--- src/rtl/blob_frame_sequencer.sv ---
// Runs one blob-count job per request: arms the counter, streams one binarised frame, waits for the count, holds the result.
// Registered outputs, 1-cycle pixel latency; pixel stream gaps or a hung/stuck counter abort the job and pulse the counter reset.
module blob_frame_sequencer #(
    parameter int IMG_COL = 800,
    parameter int IMG_ROW = 600,
    parameter int PIX_W   = 12,
    parameter int CNT_W   = 8,
    parameter int TIMEOUT = 4096
) (
    input  logic             i_clk,
    input  logic             i_rst,
    input  logic             i_start,
    input  logic [PIX_W-1:0] i_threshold,
    input  logic             i_invert,
    output logic             o_rd_start,
    input  logic             i_pix_valid,
    input  logic [PIX_W-1:0] i_pix_data,
    output logic             o_blob_rst_n,
    output logic             o_blob_valid,
    output logic             o_blob_seq,
    input  logic             i_blob_done,
    input  logic [CNT_W-1:0] i_blob_count,
    output logic [CNT_W-1:0] o_count,
    output logic             o_count_valid,
    output logic             o_busy,
    output logic [1:0]       o_error
);

    localparam int          NPIX     = IMG_COL * IMG_ROW;
    localparam logic [19:0] LAST_PIX = 20'(NPIX - 1);
    localparam int          TO_W     = $clog2(TIMEOUT + 1);
    localparam logic [TO_W-1:0] LAST_TO = TO_W'(TIMEOUT - 1);

    localparam logic [1:0] ERR_NONE    = 2'd0;
    localparam logic [1:0] ERR_GAP     = 2'd1;
    localparam logic [1:0] ERR_TIMEOUT = 2'd2;

    typedef enum logic [2:0] {
        S_IDLE,
        S_ARM,
        S_STREAM,
        S_WAIT_DONE,
        S_RELEASE,
        S_ABORT
    } state_t;

    state_t            state;
    state_t            next_state;
    logic [1:0]        err_code;
    logic [19:0]       pix_cnt;
    logic [TO_W-1:0]   to_cnt;
    logic              abort_cnt;
    logic [PIX_W-1:0]  thr_q;
    logic              inv_q;
    logic              pix_bin;
    logic              accept_start;
    logic              enter_abort;
    logic              capture;

    assign pix_bin      = (i_pix_data >= thr_q) ^ inv_q;
    assign accept_start = (state == S_IDLE) && i_start;
    assign enter_abort  = (next_state == S_ABORT) && (state != S_ABORT);
    assign capture      = (state == S_WAIT_DONE) && (next_state == S_RELEASE);

    always_ff @(posedge i_clk) begin
        if (i_rst) begin
            state <= S_IDLE;
        end else begin
            state <= next_state;
        end
    end

    always_comb begin
        next_state = state;
        err_code   = ERR_NONE;
        case (state)
            S_IDLE: begin
                if (i_start) begin
                    next_state = S_ARM;
                end
            end
            S_ARM: begin
                next_state = S_STREAM;
            end
            S_STREAM: begin
                if (!i_pix_valid) begin
                    next_state = S_ABORT;
                    err_code   = ERR_GAP;
                end else if (pix_cnt == LAST_PIX) begin
                    next_state = S_WAIT_DONE;
                end
            end
            S_WAIT_DONE: begin
                // done takes priority over a timeout expiring in the same cycle
                if (i_blob_done) begin
                    next_state = S_RELEASE;
                end else if (to_cnt == LAST_TO) begin
                    next_state = S_ABORT;
                    err_code   = ERR_TIMEOUT;
                end
            end
            S_RELEASE: begin
                if (!i_blob_done) begin
                    next_state = S_IDLE;
                end else if (to_cnt == LAST_TO) begin
                    next_state = S_ABORT;
                    err_code   = ERR_TIMEOUT;
                end
            end
            S_ABORT: begin
                if (abort_cnt) begin
                    next_state = S_IDLE;
                end
            end
            default: begin
                next_state = S_IDLE;
            end
        endcase
    end

    // Job bookkeeping: pixel counter, per-state timeout, abort hold, latched compare settings.
    always_ff @(posedge i_clk) begin
        if (i_rst) begin
            pix_cnt   <= '0;
            to_cnt    <= '0;
            abort_cnt <= 1'b0;
            thr_q     <= '0;
            inv_q     <= 1'b0;
        end else begin
            if (state == S_ARM) begin
                pix_cnt <= '0;
            end else if ((state == S_STREAM) && i_pix_valid) begin
                pix_cnt <= pix_cnt + 20'd1;
            end

            if ((next_state == state) &&
                ((state == S_WAIT_DONE) || (state == S_RELEASE))) begin
                to_cnt <= to_cnt + 1'b1;
            end else begin
                to_cnt <= '0;
            end

            abort_cnt <= (state == S_ABORT) ? ~abort_cnt : 1'b0;

            if (accept_start) begin
                thr_q <= i_threshold;
                inv_q <= i_invert;
            end
        end
    end

    // Outputs are registered from next_state so they line up with the state they describe.
    always_ff @(posedge i_clk) begin
        if (i_rst) begin
            o_rd_start    <= 1'b0;
            o_blob_rst_n  <= 1'b0;
            o_blob_valid  <= 1'b0;
            o_blob_seq    <= 1'b0;
            o_count       <= '0;
            o_count_valid <= 1'b0;
            o_busy        <= 1'b0;
            o_error       <= ERR_NONE;
        end else begin
            o_rd_start    <= accept_start;
            o_blob_rst_n  <= (next_state != S_ABORT);
            o_blob_valid  <= (next_state == S_STREAM) || (next_state == S_WAIT_DONE);
            o_blob_seq    <= (state == S_STREAM) && i_pix_valid && pix_bin;
            o_count_valid <= capture;
            o_busy        <= (next_state != S_IDLE);
            if (capture) begin
                o_count <= i_blob_count;
            end
            if (accept_start) begin
                o_error <= ERR_NONE;
            end else if (enter_abort) begin
                o_error <= err_code;
            end
        end
    end

endmodule

--- config.mk ---
export PLATFORM = sky130hd
export DESIGN_NAME = blob_frame_sequencer
export DESIGN_NICKNAME = d
export VERILOG_FILES = /design/src/rtl/blob_frame_sequencer.sv
export SDC_FILE = /design/constraint.sdc
export NUM_CORES = 1
export LEC_CHECK = 0
export CELL_PAD_IN_SITES_DETAIL_PLACEMENT = 1
export CELL_PAD_IN_SITES_GLOBAL_PLACEMENT = 1
export CORE_ASPECT_RATIO = 0.8
export CORE_MARGIN = 4
export CORE_UTILIZATION = 45
export DETAILED_ROUTE_END_ITERATION = 7
export DONT_BUFFER_PORTS = 1
export PLACE_DENSITY_LB_ADDON = 0.15
export SLEW_MARGIN = 40
export SYNTH_ARGS = -nofsm -noshare
export SYNTH_HDL_FRONTEND = slang
export SYNTH_SLANG_ARGS = --single-unit
export TNS_END_PERCENT = 100
--- constraint.sdc ---
create_clock -name i_clk -period 2.3 [get_ports i_clk]
set_input_delay 0.46 -clock i_clk [delete_from_list [all_inputs] [get_ports i_clk]]
set_output_delay 0.46 -clock i_clk [all_outputs]
set_load 0.02 [all_outputs]
==> qor.txt, run 1 <==
Area of placed instances -> 0.00319 mm2
Final Cycle Share -> 93.3%
Post-CTS Resized -> 0
CTS H-tree depth -> 3
Core area -> 0.00657 mm2
Syn Inst Count -> 364
Ant. Diodes -> 0
Worst Hold Slack -> 0.183 ns
CP required -> 2.51 ns
Synth Net Count -> 416
Hold Path End -> thr_q[10]$_SDFFE_PP0P_
Worst min path class -> in2reg
Drt wl/cell -> 15.7 um
Root buffer cell -> clkbuf_8
I/O Buffers -> 0
Starting density of the core -> 47.6%
Min-delay src -> i_rst
Bufs on Longest Clock Path -> 2
Mapped Area -> 0.00313 mm2
Area growth syn-to-layout -> 9.04%
Filler cells -> 791
Detail Placement HPWL -> 5160 um
Peak supply drop -> 0.000424 V
Pwr dens -> 760 mW/mm2
Vias in the first global route -> 2495
Most frequent cells after synthesis -> dfxtp_1, nand2_1, nor2_1
Die ar. -> 0.00836 mm2
Setup bufs post-CTS -> 0
Post-route ant nets -> 0
Hold path depth -> 1
Lkg Pwr -> 1.21 nW
Num CTS Buffers -> 9
Worst R2R End -> to_cnt[7]$_SDFF_PP0_
Startpoint Class -> register
Post-synth EDFFs -> 0
Finished Core Util -> 51.9%
Worst Clk Skew -> 0.00825 ns
Clk slew on worst S/H paths -> 0.08 ns
Leading area contributor after synthesis -> dfxtp_1
RSZ-0062 raised after global routing -> false
Setup TNS -> 0 ns
Top cells by area, synth -> dfxtp_1, nand2_1, ha_1
Clk_lat worst skew -> 0.34 ns
Mean Syn Cell Area -> 8.59 um2
Final WL -> 7120 um
Final WS setup -> 0.153 ns
Total gr overflow -> 0
Setup slack, reg-to-reg -> 0.15 ns
Setup-failing EPs final -> 0
Layout cells sized above 1 -> 7.86%
RR Startpoint -> to_cnt[0]$_SDFF_PP0_
NumNets Final -> 416
Worst Path Max Fanout -> 9
Final slew viol count -> 0
Endpoints failing hold -> 0
Vias -> 2459
Main synth FF type -> dfxtp_1
Count leader, synth -> dfxtp_1
Max Fclk -> 0.466 GHz
DR DRC count -> 0
Total global-route track usage -> 18.0%
Die W -> 101 um
CTS tree -> built
Largest net degree at the start of global routing -> 37
Yosys cell types -> 46
CTS hold repair buffers -> 0
Place WS -> 0.189 ns
Starting DRT DRC Count -> 61
Vias per Instance -> 5.43
Yosys warns -> 0
MaxCap Viol Count -> 0
RD Place Congestion -> 0.805
Register area -> 0.00132 mm2
First-pass GRT wire length -> 11900 um
Tmin final -> 2.15 ns
Finished Cell Area -> 0.00341 mm2
Critical path arrival -> 2.36 ns
Outcome -> finished clean
Asr flop ratio synth -> 0%
Crit. End Element -> register
Post-synth top area share -> 42.2%
Die Y -> 82.6 um
#FFs+latches synth -> 66
Site Rows -> 26
Slew @ Worst Pin -> 0.642 ns
Relative max-transition margin -> 57.2%
Drt first pass iters -> 4
Initial antenna violation count -> 0
I/O Pins -> 54
R2R depth -> 6
# clock sinks -> 66
WS Path Type -> reg2reg
Sequential fraction of the synthesis area -> 42.2%
Multi-input logic area -> 0.00167 mm2
how the worst max path moves through the flow:
stage | startpoint | to | slack [ns] | cells past startpoint
after floorplan | to_cnt[0]$_SDFF_PP0_ | to_cnt[0]$_SDFF_PP0_ | 0.35 | 6
after global placement | to_cnt[0]$_SDFF_PP0_ | to_cnt[12]$_SDFF_PP0_ | 0.27 | 6
after detailed placement | to_cnt[0]$_SDFF_PP0_ | to_cnt[7]$_SDFF_PP0_ | 0.19 | 6
after CTS | to_cnt[0]$_SDFF_PP0_ | to_cnt[7]$_SDFF_PP0_ | 0.18 | 6
after global routing | to_cnt[0]$_SDFF_PP0_ | to_cnt[11]$_SDFF_PP0_ | 0.03 | 6
final | to_cnt[0]$_SDFF_PP0_ | to_cnt[7]$_SDFF_PP0_ | 0.15 | 6
metal layers:
layer  track usage, %  vias to the layer above  routed length (um)
li1                 -                     1258                   -
met1             24.7                     1149                3490
met2             27.2                       43                3190
met3             5.79                        9                 356
met4             5.18                        0                  80
met5                0                        -                   0
worst max-delay path, stage by stage, from the launching register on:
cell	delay (ns)
dfxtp_1	0.41
ha_1	0.19
nand2_1	0.08
or4_1	0.58
or2_2	0.31
nand3_1	0.32
a21oi_1	0.13
kinds of logic (layout without fill, tap and decap cells):
| logic type | Yosys count | count (layout) | synth area share (%) |
|---|---|---|---|
| and+or+nand+nor | 160 | 160 | 26.2 |
| DFF | 66 | 66 | 42.2 |
| AOI/OAI and AO/OA | 57 | 57 | 11.1 |
| buffers and inverters | 31 | 36 | 4.40 |
| xor gates and xnor gates | 27 | 27 | 7.56 |
| adders and majority gates | 14 | 14 | 5.60 |
| muxes | 9 | 9 | 2.88 |
sequential cells by signal (all words and copies together) (netlist names):
register	count
o_blob_seq	1
to_cnt	13
o_rd_start	1
state	3
o_count_valid	1
thr_q	12
o_busy	1
o_blob_rst_n	1
o_count	8
abort_cnt	1
o_error	2
inv_q	1
o_blob_valid	1
pix_cnt	20
final cells by class:
cell class | instances | share of cell area (%)
clock buffers | 9 | 3.63
clock inverters | 7 | 2.97
inverters | 16 | 1.76
multi-input cells | 267 | 48.9
flip-flops and latches | 66 | 38.7
well taps | 84 | 3.08
repair buffers | 4 | 0.880
cells in the final DEF, fill, tap and decap left out, drive strengths merged, types with 4 or more instances in the layout:
cell type	count
a21o	4
a21oi	34
buf	4
clkbuf	9
dfxtp	66
ha	14
inv	18
mux2i	9
nand2	49
nand2b	4
nand3	12
nand4	9
nor2	41
nor2b	5
nor3	9
nor4	7
o21ai	6
or3	6
xnor2	15
xor2	12
through the flow:
stage                     power, W  cells
after global routing       0.00273    453
after detailed placement   0.00152    437
final                      0.00259    453
after CTS                  0.00263    453
after global placement     0.00152    437
after floorplan            0.00147    364
where the power goes:
part / total, W / internal (W) / switching [W]
clock: 0.00110 / 0.000619 / 0.000476
sequential: 0.00125 / 0.00119 / 0.0000603
combinational: 0.000251 / 0.000104 / 0.000146
total: 0.00259 / 0.00191 / 0.000683
No activity file was read; power rests on OpenSTA's default activity.
==> inputs of run 2 (changes only) <==
--- a/config.mk
+++ b/config.mk
@@ -13,6 +13,7 @@
 export DETAILED_ROUTE_END_ITERATION = 7
 export DONT_BUFFER_PORTS = 1
 export PLACE_DENSITY_LB_ADDON = 0.15
+export RECOVER_POWER = 100
 export SLEW_MARGIN = 40
 export SYNTH_ARGS = -nofsm -noshare
 export SYNTH_HDL_FRONTEND = slang
==> qor.txt, run 2 (synthesis gave the netlist of run 1 again) <==
Largest stage delay, worst path -> 0.57 ns (about the same)
Lkg Pwr -> 1.21 nW (about the same)
Starting density of the core -> 47.6% (unchanged)
Worst Path Max Fanout -> 9 (unchanged)
Die Y -> 82.6 um (unchanged)
Startpoint Class -> register
Placed Cells incl. Taps -> 437 (unchanged)
Vias per Instance -> 5.40 (-0.57%)
Detail Placement HPWL -> 5160 um (unchanged)
Layout cells sized above 1 -> 7.05% (-0.81 points)
Final WL -> 7090 um (-0.42%)
Min-delay src -> i_rst
Die W -> 101 um (unchanged)
First-pass GRT wire length -> 11900 um (unchanged)
Clk slew on worst S/H paths -> 0.08 ns (about the same)
Num CTS Buffers -> 9 (unchanged)
# clock sinks -> 66 (unchanged)
Tmin final -> 2.14 ns (-0.00481 ns)
Area growth syn-to-layout -> 8.72%
RD Place Congestion -> 0.805 (unchanged)
Site Rows -> 26 (unchanged)
Drt wl/cell -> 15.6 um (-0.42%)
Total gr overflow -> 0 (unchanged)
Most frequent cells in the layout -> dfxtp_1, nand2_1, nor2_1, a21oi_1, inv_1
Clk_lat worst skew -> 0.34 ns (about the same)
MaxCap Viol Count -> 0 (unchanged)
I/O Pins -> 54 (unchanged)
Relative max-transition margin -> 57.3% (+0.14 points)
Initial antenna violation count -> 0 (unchanged)
CP required -> 2.51 ns (about the same)
Setup crit start -> to_cnt[0]$_SDFF_PP0_
Critical path's slowest cell -> or4_1
Worst min path class -> in2reg
Leading cell type in the layout, fill and taps excluded -> dfxtp_1
Post-CTS Resized -> 0 (unchanged)
Outcome -> finished clean
Bufs on Longest Clock Path -> 2 (unchanged)
Peak supply drop -> 0.000424 V (about the same)
Crit. End Element -> register
Die ar. -> 0.00836 mm2 (unchanged)
Vias in the first global route -> 2495 (unchanged)
I/O Buffers -> 0 (unchanged)
Endpoints failing hold -> 0 (unchanged)
Final Cycle Share -> 93.1% (-0.21 points)
RSZ-0062 raised after global routing -> false
Slew @ Worst Pin -> 0.640 ns (-0.00211 ns)
Worst Clk Skew -> 0.00826 ns (+0.0000101 ns)
Non-filler instance count after layout -> 453 (unchanged)
Largest regs -> pix_cnt (20), to_cnt (13), thr_q (12)
Final slew viol count -> 0 (unchanged)
CTS H-tree depth -> 3 (unchanged)
CTS tree -> built
Vias -> 2445 (-0.57%)
Number of flip-flops in the largest register -> 20 (unchanged)
Root buffer cell -> clkbuf_8
Drt first pass iters -> 4 (unchanged)
DR DRC count -> 0 (unchanged)
WS Path Type -> reg2reg
Largest register by flop count -> pix_cnt
Max Fclk -> 0.467 GHz (+0.22%)
Post-route ant nets -> 0 (unchanged)
Setup bufs post-CTS -> 0 (unchanged)
Worst path cell trace -> ha_1 > nand2_1 > or4_1 > or2_2 > nand3_1 > a21oi_1
Ant. Diodes -> 0 (unchanged)
Setup-failing EPs final -> 0 (unchanged)
Largest net degree at the start of global routing -> 37 (unchanged)
RR Startpoint -> to_cnt[0]$_SDFF_PP0_
Starting DRT DRC Count -> 59 (-3.3%)
Setup TNS -> 0 ns (unchanged)
Pwr dens -> 762 mW/mm2 (+0.24%)
Total global-route track usage -> 18.0% (unchanged)
CTS hold repair buffers -> 0 (unchanged)
Core area -> 0.00657 mm2 (unchanged)
Critical path arrival -> 2.36 ns (about the same)
NumNets Final -> 416 (unchanged)
[run 2: cell type report]
class	count	area, um2
Clock buffer	9	124
Clock inverter	7	101
Timing Repair Buffer	4	26.3
Tap cell	84	105
Sequential cell	66	1320
Fill cell	792	3170
Multi-Input combinational cell	267	1660
Inverter	16	60.1
[run 2: final timing paths]
path                            endpoint  slack, ns  depth (start not counted)
setup / recovery    to_cnt[7]$_SDFF_PP0_       0.16                          6
hold / removal    thr_q[10]$_SDFFE_PP0P_       0.18                          1
setup reg to reg    to_cnt[7]$_SDFF_PP0_       0.16                          6
hold reg to reg    thr_q[7]$_SDFFE_PP0P_       0.45                          2
[run 2: critical path, delay by kind of cell, from the launching register on]
family                     cells  cell delay, ns
AOI/OAI and AO/OA              1            0.13
adders and majority gates      1            0.19
DFF                            1            0.41
and+or+nand+nor                4            1.28
[run 2: report_power, final]
group          internal, W  total, W  switching [W]
Clock             0.000619   0.00110       0.000476
Combinational     0.000103  0.000249       0.000146
Sequential         0.00119   0.00125      0.0000604
Total              0.00191   0.00259       0.000683
[run 2: per-stage QoR]
stage	utilization (%)	cell area [um2]	setup WS [ns]	hold WS [ns]	power, W
after floorplan	-	3130	0.348	0.436	0.00147
after global routing	51.8	3400	0.0245	0.161	0.00273
after detailed placement	48.5	3190	0.189	0.441	0.00152
after global placement	48.5	3190	0.272	0.437	0.00152
final	51.8	3400	0.158	0.183	0.00259
after CTS	51.9	3410	0.175	0.169	0.00263
[run 2: layer usage]
| metal | wire length, um | up-vias | global-route usage [%] |
|---|---|---|---|
| met2 | 3170 | 39 | 27.2 |
| met4 | 80 | 0 | 5.18 |
| met5 | 0 | - | 0 |
| li1 | - | 1256 | - |
| met1 | 3500 | 1141 | 24.7 |
| met3 | 333 | 9 | 5.79 |
